===== config.mk =====
export PLATFORM = sky130hd
export DESIGN_NAME = midi_voice_allocator_flat
export DESIGN_NICKNAME = d
export VERILOG_FILES = /design/src/rtl/midi_voice_allocator_if.sv /design/src/rtl/midi_voice_allocator.sv /design/src/flat_wrapper.sv
export SDC_FILE = /design/constraint.sdc
export NUM_CORES = 1
export LEC_CHECK = 0
export ABC_CLOCK_PERIOD_IN_PS = 8350
export CAP_MARGIN = 15
export CORE_MARGIN = 2
export CORE_UTILIZATION = 57
export CTS_CLUSTER_DIAMETER = 30
export DETAILED_ROUTE_END_ITERATION = 10
export PLACE_DENSITY = 0.85
export SKIP_LAST_GASP = 1
export SLEW_MARGIN = 20
export SYNTH_ARGS = -nofsm -noshare
export SYNTH_HDL_FRONTEND = slang
export SYNTH_SLANG_ARGS = --single-unit

===== constraint.sdc =====
create_clock -name clk_100mhz -period 8.35 [get_ports clk_100mhz]
set_input_delay 0.835 -clock clk_100mhz [delete_from_list [all_inputs] [get_ports clk_100mhz]]
set_output_delay 0.835 -clock clk_100mhz [all_outputs]
set_load 0.005 [all_outputs]

===== src/rtl/midi_voice_allocator_if.sv =====
// Byte input and voice-pool outputs exchanged between the MIDI receiver side
// and the voice allocator.
interface midi_voice_allocator_if #(
  parameter int NUM_VOICES = 4
);
  logic [7:0]              byte_in;
  logic                    byte_valid;
  logic [7*NUM_VOICES-1:0] voice_note;
  logic [7*NUM_VOICES-1:0] voice_vel;
  logic [NUM_VOICES-1:0]   voice_gate;
  logic [NUM_VOICES-1:0]   voice_trig;
  logic                    steal;
  logic [3:0]              active_count;

  modport master (
    output byte_in, byte_valid,
    input  voice_note, voice_vel, voice_gate, voice_trig, steal, active_count
  );

  modport slave (
    input  byte_in, byte_valid,
    output voice_note, voice_vel, voice_gate, voice_trig, steal, active_count
  );
endinterface


===== src/rtl/midi_voice_allocator.sv =====
// MIDI byte-stream parser (running status aware) feeding a free-first,
// oldest-steal voice allocator over NUM_VOICES slots.
//
// state        | meaning
// WAIT_STATUS  | no running status; data bytes are dropped
// DATA1        | expecting first data byte of a note/CC message
// DATA2        | expecting second data byte; completes the message
// SKIP2        | discarding first of two data bytes
// SKIP1        | discarding last data byte of an ignored message
module midi_voice_allocator #(
  parameter int         NUM_VOICES = 4,
  parameter logic [3:0] CHANNEL    = 4'd0,
  parameter bit         OMNI       = 1'b1
) (
  input logic                   clk_100mhz,
  input logic                   reset,
  midi_voice_allocator_if.slave bus
);

  localparam int IW = $clog2(NUM_VOICES);

  localparam logic [2:0] WAIT_STATUS = 3'd0;
  localparam logic [2:0] DATA1       = 3'd1;
  localparam logic [2:0] DATA2       = 3'd2;
  localparam logic [2:0] SKIP1       = 3'd3;
  localparam logic [2:0] SKIP2       = 3'd4;

  localparam logic [1:0] EV_ON  = 2'd0;
  localparam logic [1:0] EV_OFF = 2'd1;
  localparam logic [1:0] EV_ALL = 2'd2;

  logic [2:0] state;
  logic [7:0] running_status;
  logic [6:0] d1;
  logic       evt_valid;
  logic [1:0] evt_kind;
  logic [6:0] evt_note;
  logic [6:0] evt_vel;

  logic [6:0]            note_q [NUM_VOICES];
  logic [6:0]            vel_q  [NUM_VOICES];
  logic [7:0]            age_q  [NUM_VOICES];
  logic [NUM_VOICES-1:0] gate_q;
  logic [NUM_VOICES-1:0] trig_q;
  logic                  steal_q;
  logic [3:0]            active_q;

  // Where a message with this status begins consuming data bytes; also where
  // SKIP1 returns to so running status keeps working for ignored messages.
  function automatic logic [2:0] entry_state(input logic [7:0] status);
    logic [2:0] s;
    logic       ch_ok;
    ch_ok = OMNI || (status[3:0] == CHANNEL);
    if (!status[7]) begin
      s = WAIT_STATUS;
    end else begin
      case (status[7:4])
        4'h8, 4'h9, 4'hB: s = ch_ok ? DATA1 : SKIP2;
        4'hC, 4'hD:       s = SKIP1;
        default:          s = SKIP2;
      endcase
    end
    return s;
  endfunction

  function automatic logic [3:0] popcount(input logic [NUM_VOICES-1:0] v);
    logic [3:0] c;
    c = '0;
    for (int i = 0; i < NUM_VOICES; i++) c = c + {3'd0, v[i]};
    return c;
  endfunction

  logic is_realtime;
  logic is_system;
  assign is_realtime = (bus.byte_in[7:3] == 5'b11111);
  assign is_system   = (bus.byte_in[7:4] == 4'hF) && !is_realtime;

  always_ff @(posedge clk_100mhz) begin
    if (reset) begin
      state          <= WAIT_STATUS;
      running_status <= 8'h00;
      d1             <= 7'd0;
      evt_valid      <= 1'b0;
      evt_kind       <= EV_ON;
      evt_note       <= 7'd0;
      evt_vel        <= 7'd0;
    end else begin
      evt_valid <= 1'b0;
      if (bus.byte_valid && !is_realtime) begin
        if (is_system) begin
          running_status <= 8'h00;
          state          <= WAIT_STATUS;
        end else if (bus.byte_in[7]) begin
          running_status <= bus.byte_in;
          state          <= entry_state(bus.byte_in);
        end else begin
          case (state)
            DATA1: begin
              d1    <= bus.byte_in[6:0];
              state <= DATA2;
            end
            DATA2: begin
              state    <= DATA1;
              evt_note <= d1;
              evt_vel  <= bus.byte_in[6:0];
              if (running_status[7:4] == 4'h9 && bus.byte_in[6:0] != 7'd0) begin
                evt_valid <= 1'b1;
                evt_kind  <= EV_ON;
              end else if (running_status[7:4] == 4'h9 || running_status[7:4] == 4'h8) begin
                evt_valid <= 1'b1;
                evt_kind  <= EV_OFF;
              end else if (running_status[7:4] == 4'hB && d1 == 7'h7B) begin
                evt_valid <= 1'b1;
                evt_kind  <= EV_ALL;
              end
            end
            SKIP2:   state <= SKIP1;
            SKIP1:   state <= entry_state(running_status);
            default: state <= WAIT_STATUS;
          endcase
        end
      end
    end
  end

  logic          match_hit, free_hit, do_steal;
  logic [IW-1:0] match_idx, free_idx, old_idx, target;
  logic [7:0]    old_age;
  logic [NUM_VOICES-1:0] gate_nxt;

  always_comb begin
    match_hit = 1'b0;
    match_idx = '0;
    free_hit  = 1'b0;
    free_idx  = '0;
    old_idx   = '0;
    old_age   = age_q[0];
    // Descending scan so the lowest matching index wins.
    for (int i = NUM_VOICES - 1; i >= 0; i--) begin
      if (gate_q[i] && note_q[i] == evt_note) begin
        match_hit = 1'b1;
        match_idx = IW'(i);
      end
      if (!gate_q[i]) begin
        free_hit = 1'b1;
        free_idx = IW'(i);
      end
    end
    for (int i = 1; i < NUM_VOICES; i++) begin
      if (age_q[i] > old_age) begin
        old_age = age_q[i];
        old_idx = IW'(i);
      end
    end
    target   = match_hit ? match_idx : (free_hit ? free_idx : old_idx);
    do_steal = !match_hit && !free_hit;

    gate_nxt = gate_q;
    if (evt_valid) begin
      case (evt_kind)
        EV_ON:  gate_nxt[target] = 1'b1;
        EV_OFF: begin
          for (int i = 0; i < NUM_VOICES; i++)
            if (note_q[i] == evt_note) gate_nxt[i] = 1'b0;
        end
        EV_ALL:  gate_nxt = '0;
        default: gate_nxt = gate_q;
      endcase
    end
  end

  always_ff @(posedge clk_100mhz) begin
    if (reset) begin
      for (int i = 0; i < NUM_VOICES; i++) begin
        note_q[i] <= 7'h7F;
        vel_q[i]  <= 7'd0;
        age_q[i]  <= 8'd0;
      end
      gate_q   <= '0;
      trig_q   <= '0;
      steal_q  <= 1'b0;
      active_q <= 4'd0;
    end else begin
      trig_q   <= '0;
      steal_q  <= 1'b0;
      gate_q   <= gate_nxt;
      active_q <= popcount(gate_nxt);
      if (evt_valid && evt_kind == EV_ON) begin
        for (int i = 0; i < NUM_VOICES; i++) begin
          if (IW'(i) == target) begin
            note_q[i] <= evt_note;
            vel_q[i]  <= evt_vel;
            age_q[i]  <= 8'd0;
          end else if (age_q[i] != 8'hFF) begin
            age_q[i] <= age_q[i] + 8'd1;
          end
        end
        trig_q[target] <= 1'b1;
        steal_q        <= do_steal;
      end
    end
  end

  logic [7*NUM_VOICES-1:0] note_flat, vel_flat;

  always_comb begin
    note_flat = '0;
    vel_flat  = '0;
    for (int i = 0; i < NUM_VOICES; i++) begin
      note_flat[7*i +: 7] = note_q[i];
      vel_flat[7*i +: 7]  = vel_q[i];
    end
  end

  assign bus.voice_note   = note_flat;
  assign bus.voice_vel    = vel_flat;
  assign bus.voice_gate   = gate_q;
  assign bus.voice_trig   = trig_q;
  assign bus.steal        = steal_q;
  assign bus.active_count = active_q;

endmodule


===== src/flat_wrapper.sv =====
// flat-port wrapper written by rule: the top's interface ports become plain ports
module midi_voice_allocator_flat 
#(
  parameter int         NUM_VOICES = 4,
  parameter logic [3:0] CHANNEL    = 4'd0,
  parameter bit         OMNI       = 1'b1
)
  (clk_100mhz, reset, bus_byte_in, bus_byte_valid, bus_voice_note, bus_voice_vel, bus_voice_gate, bus_voice_trig, bus_steal, bus_active_count);
  midi_voice_allocator_if #(.NUM_VOICES(NUM_VOICES)) bus_i ();
  input logic clk_100mhz;
  input logic reset;
  input wire logic [$bits(bus_i.byte_in)-1:0] bus_byte_in;
  input wire logic [$bits(bus_i.byte_valid)-1:0] bus_byte_valid;
  output wire logic [$bits(bus_i.voice_note)-1:0] bus_voice_note;
  output wire logic [$bits(bus_i.voice_vel)-1:0] bus_voice_vel;
  output wire logic [$bits(bus_i.voice_gate)-1:0] bus_voice_gate;
  output wire logic [$bits(bus_i.voice_trig)-1:0] bus_voice_trig;
  output wire logic [$bits(bus_i.steal)-1:0] bus_steal;
  output wire logic [$bits(bus_i.active_count)-1:0] bus_active_count;
  assign bus_i.byte_in = bus_byte_in;
  assign bus_i.byte_valid = bus_byte_valid;
  assign bus_voice_note = bus_i.voice_note;
  assign bus_voice_vel = bus_i.voice_vel;
  assign bus_voice_gate = bus_i.voice_gate;
  assign bus_voice_trig = bus_i.voice_trig;
  assign bus_steal = bus_i.steal;
  assign bus_active_count = bus_i.active_count;
  midi_voice_allocator #(.NUM_VOICES(NUM_VOICES), .CHANNEL(CHANNEL), .OMNI(OMNI)) u_core (.clk_100mhz(clk_100mhz), .reset(reset), .bus(bus_i));
endmodule

==> results of run 1 <==
[synthesized netlist by cell type, drive strengths merged (9+ instances only)]
library cell	n	area, um^2
nand3	42	210
and3	20	125
nor2	54	203
nor2b	9	56.3
a21oi	37	185
mux2i	26	260
o21ai	26	130
clkbuf	24	90.1
nand2	42	158
or2	10	62.6
nand4	14	93.8
buf	13	77.6
edfxtp	88	2640
inv	27	101
ha	30	375
dfxtp	43	861
nor3	26	130
nand3b	12	90.1
xnor2	37	324
xor2	15	131
[cell usage in the layout (no fill, tap or decap), types with 27 or more instances in the layout]
cell type and count:
xnor2_1 37, inv_1 27, a21oi_1 37, nand2_1 42, edfxtp_1 88, nor2_1 53
clkdlybuf4s50_1 78, ha_1 30, nand3_1 42, dfxtp_1 43
[worst min-delay path, cell delays in order (launching register included)]
cell,delay [ns]
dfxtp_1,0.34
nand2_1,0.07
a21oi_1,0.05
[worst paths after layout]
kind / startpoint / endpoint / slack, ns
max: u_core.age_q[0][5] / u_core.bus.active_count[1] / 1.24
min: u_core.running_status[6] / u_core.running_status[6] / 0.51
min reg2reg: u_core.running_status[6] / u_core.running_status[6] / 0.51
max reg2reg: u_core.age_q[0][5] / u_core.bus.active_count[1] / 1.24
[routing by layer]
metal  vias to the layer above  global-route usage  wire length (um)
met5                         -                   0                 0
li1                       2590                   -                 -
met1                      2721               0.341              6780
met2                       277               0.487              9020
met3                        64              0.0630              1390
met4                         0               0.107               612
[power by group]
part / switching [uW] / total [uW] / internal (uW) / leakage [uW]
clock network: 260 / 690 / 430 / 0.000273
registers: 13.3 / 717 / 703 / 0.00116
logic: 60.7 / 105 / 44.2 / 0.00165
total: 334 / 1510 / 1180 / 0.00308
[cell type report]
type | count | area (um^2)
clock buffer | 28 | 529
clock inverter | 4 | 21.3
fill | 815 | 3600
inverter | 27 | 101
multi-input combinational | 479 | 3210
sequential | 131 | 3500
tap | 147 | 184
timing repair buffer | 83 | 818
[through the flow]
step | utilization | setup WS, ns | cell area [um^2] | total power [uW] | hold WS (ns)
finish | 0.699 | 1.24 | 8360 | 1510 | 0.511
floorplan | - | 2.18 | 6950 | 795 | 0.468
CTS | 0.699 | 1.23 | 8360 | 1510 | 0.505
detailed placement | 0.653 | 1.27 | 7800 | 833 | 0.495
global route | 0.699 | 0.655 | 8360 | 1560 | 0.555
global placement | 0.652 | 1.64 | 7800 | 826 | 0.497
[registers in the layout, indices dropped and copies added, names as in the netlist]
name	cells
u_core.state	3
u_core.running_status	4
u_core.bus.voice_gate	4
u_core.d1	7
u_core.evt_valid	1
u_core.note_q	28
u_core.bus.voice_trig	4
u_core.evt_note	7
u_core.bus.steal	1
u_core.evt_kind	2
u_core.age_q	32
u_core.bus.active_count	3
u_core.vel_q	28
u_core.evt_vel	7
[cells by family after synthesis]
family / count (synthesis) / synth area share
mux: 27 / 0.0390
flops: 131 / 0.504
simple gates: 260 / 0.194
xor+xnor: 52 / 0.0655
other cells: 1 / 0.000539
compound gates: 108 / 0.101
buf+inv: 64 / 0.0387
fa+ha+maj: 31 / 0.0569
==> results_dict.tcl, run 1 <==
set metrics [dict create \
    grt_start_max_net_pins 47 \
    min_path_cells 2 \
    grt_usage 0.281 \
    synth_cell_type_count 61 \
    cts_made_buffers 17 \
    die-height_um 114 \
    ys_ff_latch 131 \
    maxCapViolCount 0 \
    rows 40 \
    cts.sinks 131 \
    ant_nets 0 \
    drt_iter0_drc 524 \
    antenna_found_initial 0 \
    crit_top_cell "ha_1" \
    drive_gt1_frac 0.0598 \
    coreArea_um2 12000 \
    netlist_area_um2 6950 \
    p_leak_uw 0.00308 \
    maxSlewHeadroom 0.338 \
    cts_hold_buf 0 \
    worst-path-buf-inv 4 \
    arrival_ns 7.38 \
    cts_resized 0 \
    synth_ff_type "edfxtp_1" \
    first_global_vias 5474 \
    post_cts_buffers 0 \
    start_util 0.581 \
    via_per_inst 6.29 \
    hold_path.class "reg -> reg" \
    grt_pass1_wl_mm 28.1 \
    vias 5652 \
    syn_inst 674 \
    crit_path_end_kind "flop" \
    finalSetupViolCount 0 \
    avgSynthCellArea_um2 10.3 \
    period_share 0.852 \
    path_class "reg -> reg" \
    clock_tree.root_cell "clkbuf_16" \
    path_delay_family "compound AO/OA/AOI/OAI gates" \
    finalCriticalPeriod_ns 7.11 \
    routed_wl_mm 17.8 \
    grt-ovfl-total 0 \
    critPathSlowestCell "o211ai_1" \
    rsz0062_at_grt "false" \
    status "finished, final reports clean" \
    fin_cells 899 \
    clockBufferDepth 2 \
    hpwl_mm 12.5 \
    die_w_um 114 \
    ir_drop_mv 0.161 \
    clock_latency_ns 0.42 \
    htreeDepth 4 \
    critPathMaxFanout 16 \
    ys_async_sr_fraction 0 \
    place.gp.congestion 0.898 \
    finalMaxSlewViolations 0 \
    drc 0 \
    dp_cells 867 \
    startpoint_type "flop" \
    rr_worst_depth 26 \
    die_area_um2 13100 \
    yosysWarningCount 0 \
    ios 80 \
    hold_violations 0 \
    power_density_nw_per_um2 181 \
    timing.setup.tns_ns 0 \
    required_ns 8.62 \
    areaGrowthSynthToFinish_pct 20.3 \
    worst_pin_slew_ns 0.988 \
    fmax_ghz 0.141 \
    yosysSeqAreaShare 0.504 \
    wire_per_inst_um 19.8 \
    path_depth 26 \
    antenna_cells 0 \
    synth_edf_count 88 \
    fin_skew_ns 0.0124 \
    cpPeakStageDelay_ns 0.80 \
    port_buffers 78 \
    firstDrtPassIters 5 \
    cts_tree "done" \
    synth.net_count 716 \
    clk_pin_slew_worst_paths_ns 0.05 \
    nets 781 \
]
No activity file was read; power rests on OpenSTA's default activity.
==> inputs of run 2 (changes only) <==
--- a/config.mk
+++ b/config.mk
@@ -8,10 +8,10 @@
 export ABC_CLOCK_PERIOD_IN_PS = 8350
 export CAP_MARGIN = 15
 export CORE_MARGIN = 2
-export CORE_UTILIZATION = 57
+export CORE_UTILIZATION = 40
 export CTS_CLUSTER_DIAMETER = 30
 export DETAILED_ROUTE_END_ITERATION = 10
-export PLACE_DENSITY = 0.85
+export PLACE_DENSITY = 0.64
 export SKIP_LAST_GASP = 1
 export SLEW_MARGIN = 20
 export SYNTH_ARGS = -nofsm -noshare
==> results_dict.tcl, run 2 (synthesized netlist as in run 1, its figures left out) <==
set metrics [dict create \
    drc 0 \
    worst_pin_slew_ns 1.04 \
    vias 5391 \
    finalCriticalPeriod_ns 7.28 \
    start_util 0.406 \
    rows 48 \
    arrival_ns 7.58 \
    largest_reg_flops 32 \
    cts_hold_buf 0 \
    cts.sinks 131 \
    rsz0062_at_grt "false" \
    critPathMaxFanout 16 \
    crit_path_end_kind "flop" \
    clock_tree.root_cell "clkbuf_16" \
    hold_violations 0 \
    wire_per_inst_um 18.5 \
    p_leak_uw 0.00311 \
    period_share 0.872 \
    fin_skew_ns 0.00988 \
    die-height_um 136 \
    grt_start_max_net_pins 47 \
    cts_made_buffers 17 \
    die_area_um2 18500 \
    status "finished, final reports clean" \
    routed_wl_mm 18.1 \
    grt_usage 0.202 \
    drive_gt1_frac 0.0663 \
    cts_tree "done" \
    cts_resized 0 \
    clock_latency_ns 0.43 \
    stdcell_area_um2 8510 \
    ir_drop_mv 0.129 \
    power_density_nw_per_um2 183 \
    grt_pass1_wl_mm 28.5 \
    maxSlewHeadroom 0.300 \
    drt_iter0_drc 224 \
    timing.setup.tns_ns 0 \
    ios 80 \
    layout_commonest_cell "edfxtp_1" \
    antenna_found_initial 0 \
    die_w_um 136 \
    regMostFlops "u_core.age_q" \
    path_class "reg -> reg" \
    placed_cell_area_um2 7910 \
    startpoint_type "flop" \
    finalMaxSlewViolations 0 \
    place.gp.congestion 0.860 \
    clockBufferDepth 2 \
    hpwl_mm 12.9 \
    coreArea_um2 17100 \
    post_cts_buffers 0 \
    reg_top3 "u_core.age_q x32, u_core.note_q x28, u_core.vel_q x28" \
    hold_path.class "reg -> reg" \
    finalSetupViolCount 0 \
    grt-ovfl-total 0 \
    port_buffers 78 \
    nets 783 \
    clk_pin_slew_worst_paths_ns 0.06 \
    maxCapViolCount 0 \
    antenna_cells 0 \
    post-route-util 0.497 \
    htreeDepth 4 \
    ant_nets 0 \
    required_ns 8.65 \
    areaGrowthSynthToFinish_pct 22.4 \
    firstDrtPassIters 5 \
    first_global_vias 5376 \
    via_per_inst 5.51 \
    fmax_ghz 0.137 \
    mostFrequentLayoutCells "88 x edfxtp_1, 78 x clkdlybuf4s50_1, 53 x nor2_1" \
]
run 2: stage by stage:
stage / cells / hold WS (ns) / worst slack, ns / total power [uW]
floorplan: 674 / 0.468 / 2.18 / 795
global placement: 947 / 0.508 / 1.40 / 830
detailed placement: 947 / 0.502 / 1.12 / 834
CTS: 979 / 0.512 / 1.09 / 1570
global route: 979 / 0.545 / 0.468 / 1610
finish: 979 / 0.507 / 1.07 / 1560
run 2: layer usage:
metal / vias up / wire length, um / GRT usage
met5: - / 0 / 0
met3: 27 / 772 / 0.0470
met2: 134 / 8850 / 0.332
met1: 2629 / 7940 / 0.257
li1: 2601 / - / -
met4: 0 / 524 / 0.0845
run 2: layout make-up:
cell class | count | area, um^2
Timing Repair Buffer | 85 | 833
Sequential cell | 131 | 3500
Fill cell | 1549 | 8600
Inverter | 27 | 101
Clock inverter | 5 | 31.3
Multi-Input combinational cell | 479 | 3190
Tap cell | 225 | 282
Clock buffer | 27 | 567
run 2: critical path: stages (launching register included):
cell	delay, ns
edfxtp_1	0.46
inv_1	0.07
ha_1	0.31
nor2b_1	0.14
o211ai_1	0.15
a21oi_1	0.08
o31ai_1	0.19
buf_4	0.24
mux2i_1	0.28
ha_1	0.28
nor2b_1	0.14
o211ai_1	0.15
a21oi_1	0.10
o21ai_1	0.81
o21ai_0	0.23
ha_1	0.36
a21oi_1	0.06
o21ai_0	0.24
o22ai_1	0.25
o2111a_1	0.23
o211ai_1	0.81
o21ai_0	0.36
ha_1	0.37
inv_1	0.05
fa_1	0.38
inv_1	0.07
ha_1	0.22
nor2b_1	0.13
run 2: final timing paths:
check	slack [ns]	to	start	cells after the start
hold / removal	0.51	u_core.running_status[6]	u_core.running_status[6]	2
hold reg to reg	0.51	u_core.running_status[6]	u_core.running_status[6]	2
setup reg to reg	1.07	u_core.bus.active_count[1]	u_core.age_q[0][1]	27
setup / recovery	1.07	u_core.bus.active_count[1]	u_core.age_q[0][1]	27
run 2: power breakdown:
part / total, uW / switching (uW) / internal [uW] / leakage, uW
sequential: 716 / 13.1 / 703 / 0.00116
clock: 738 / 274 / 464 / 0.000300
combinational: 106 / 61.0 / 44.6 / 0.00165
total: 1560 / 348 / 1210 / 0.00311
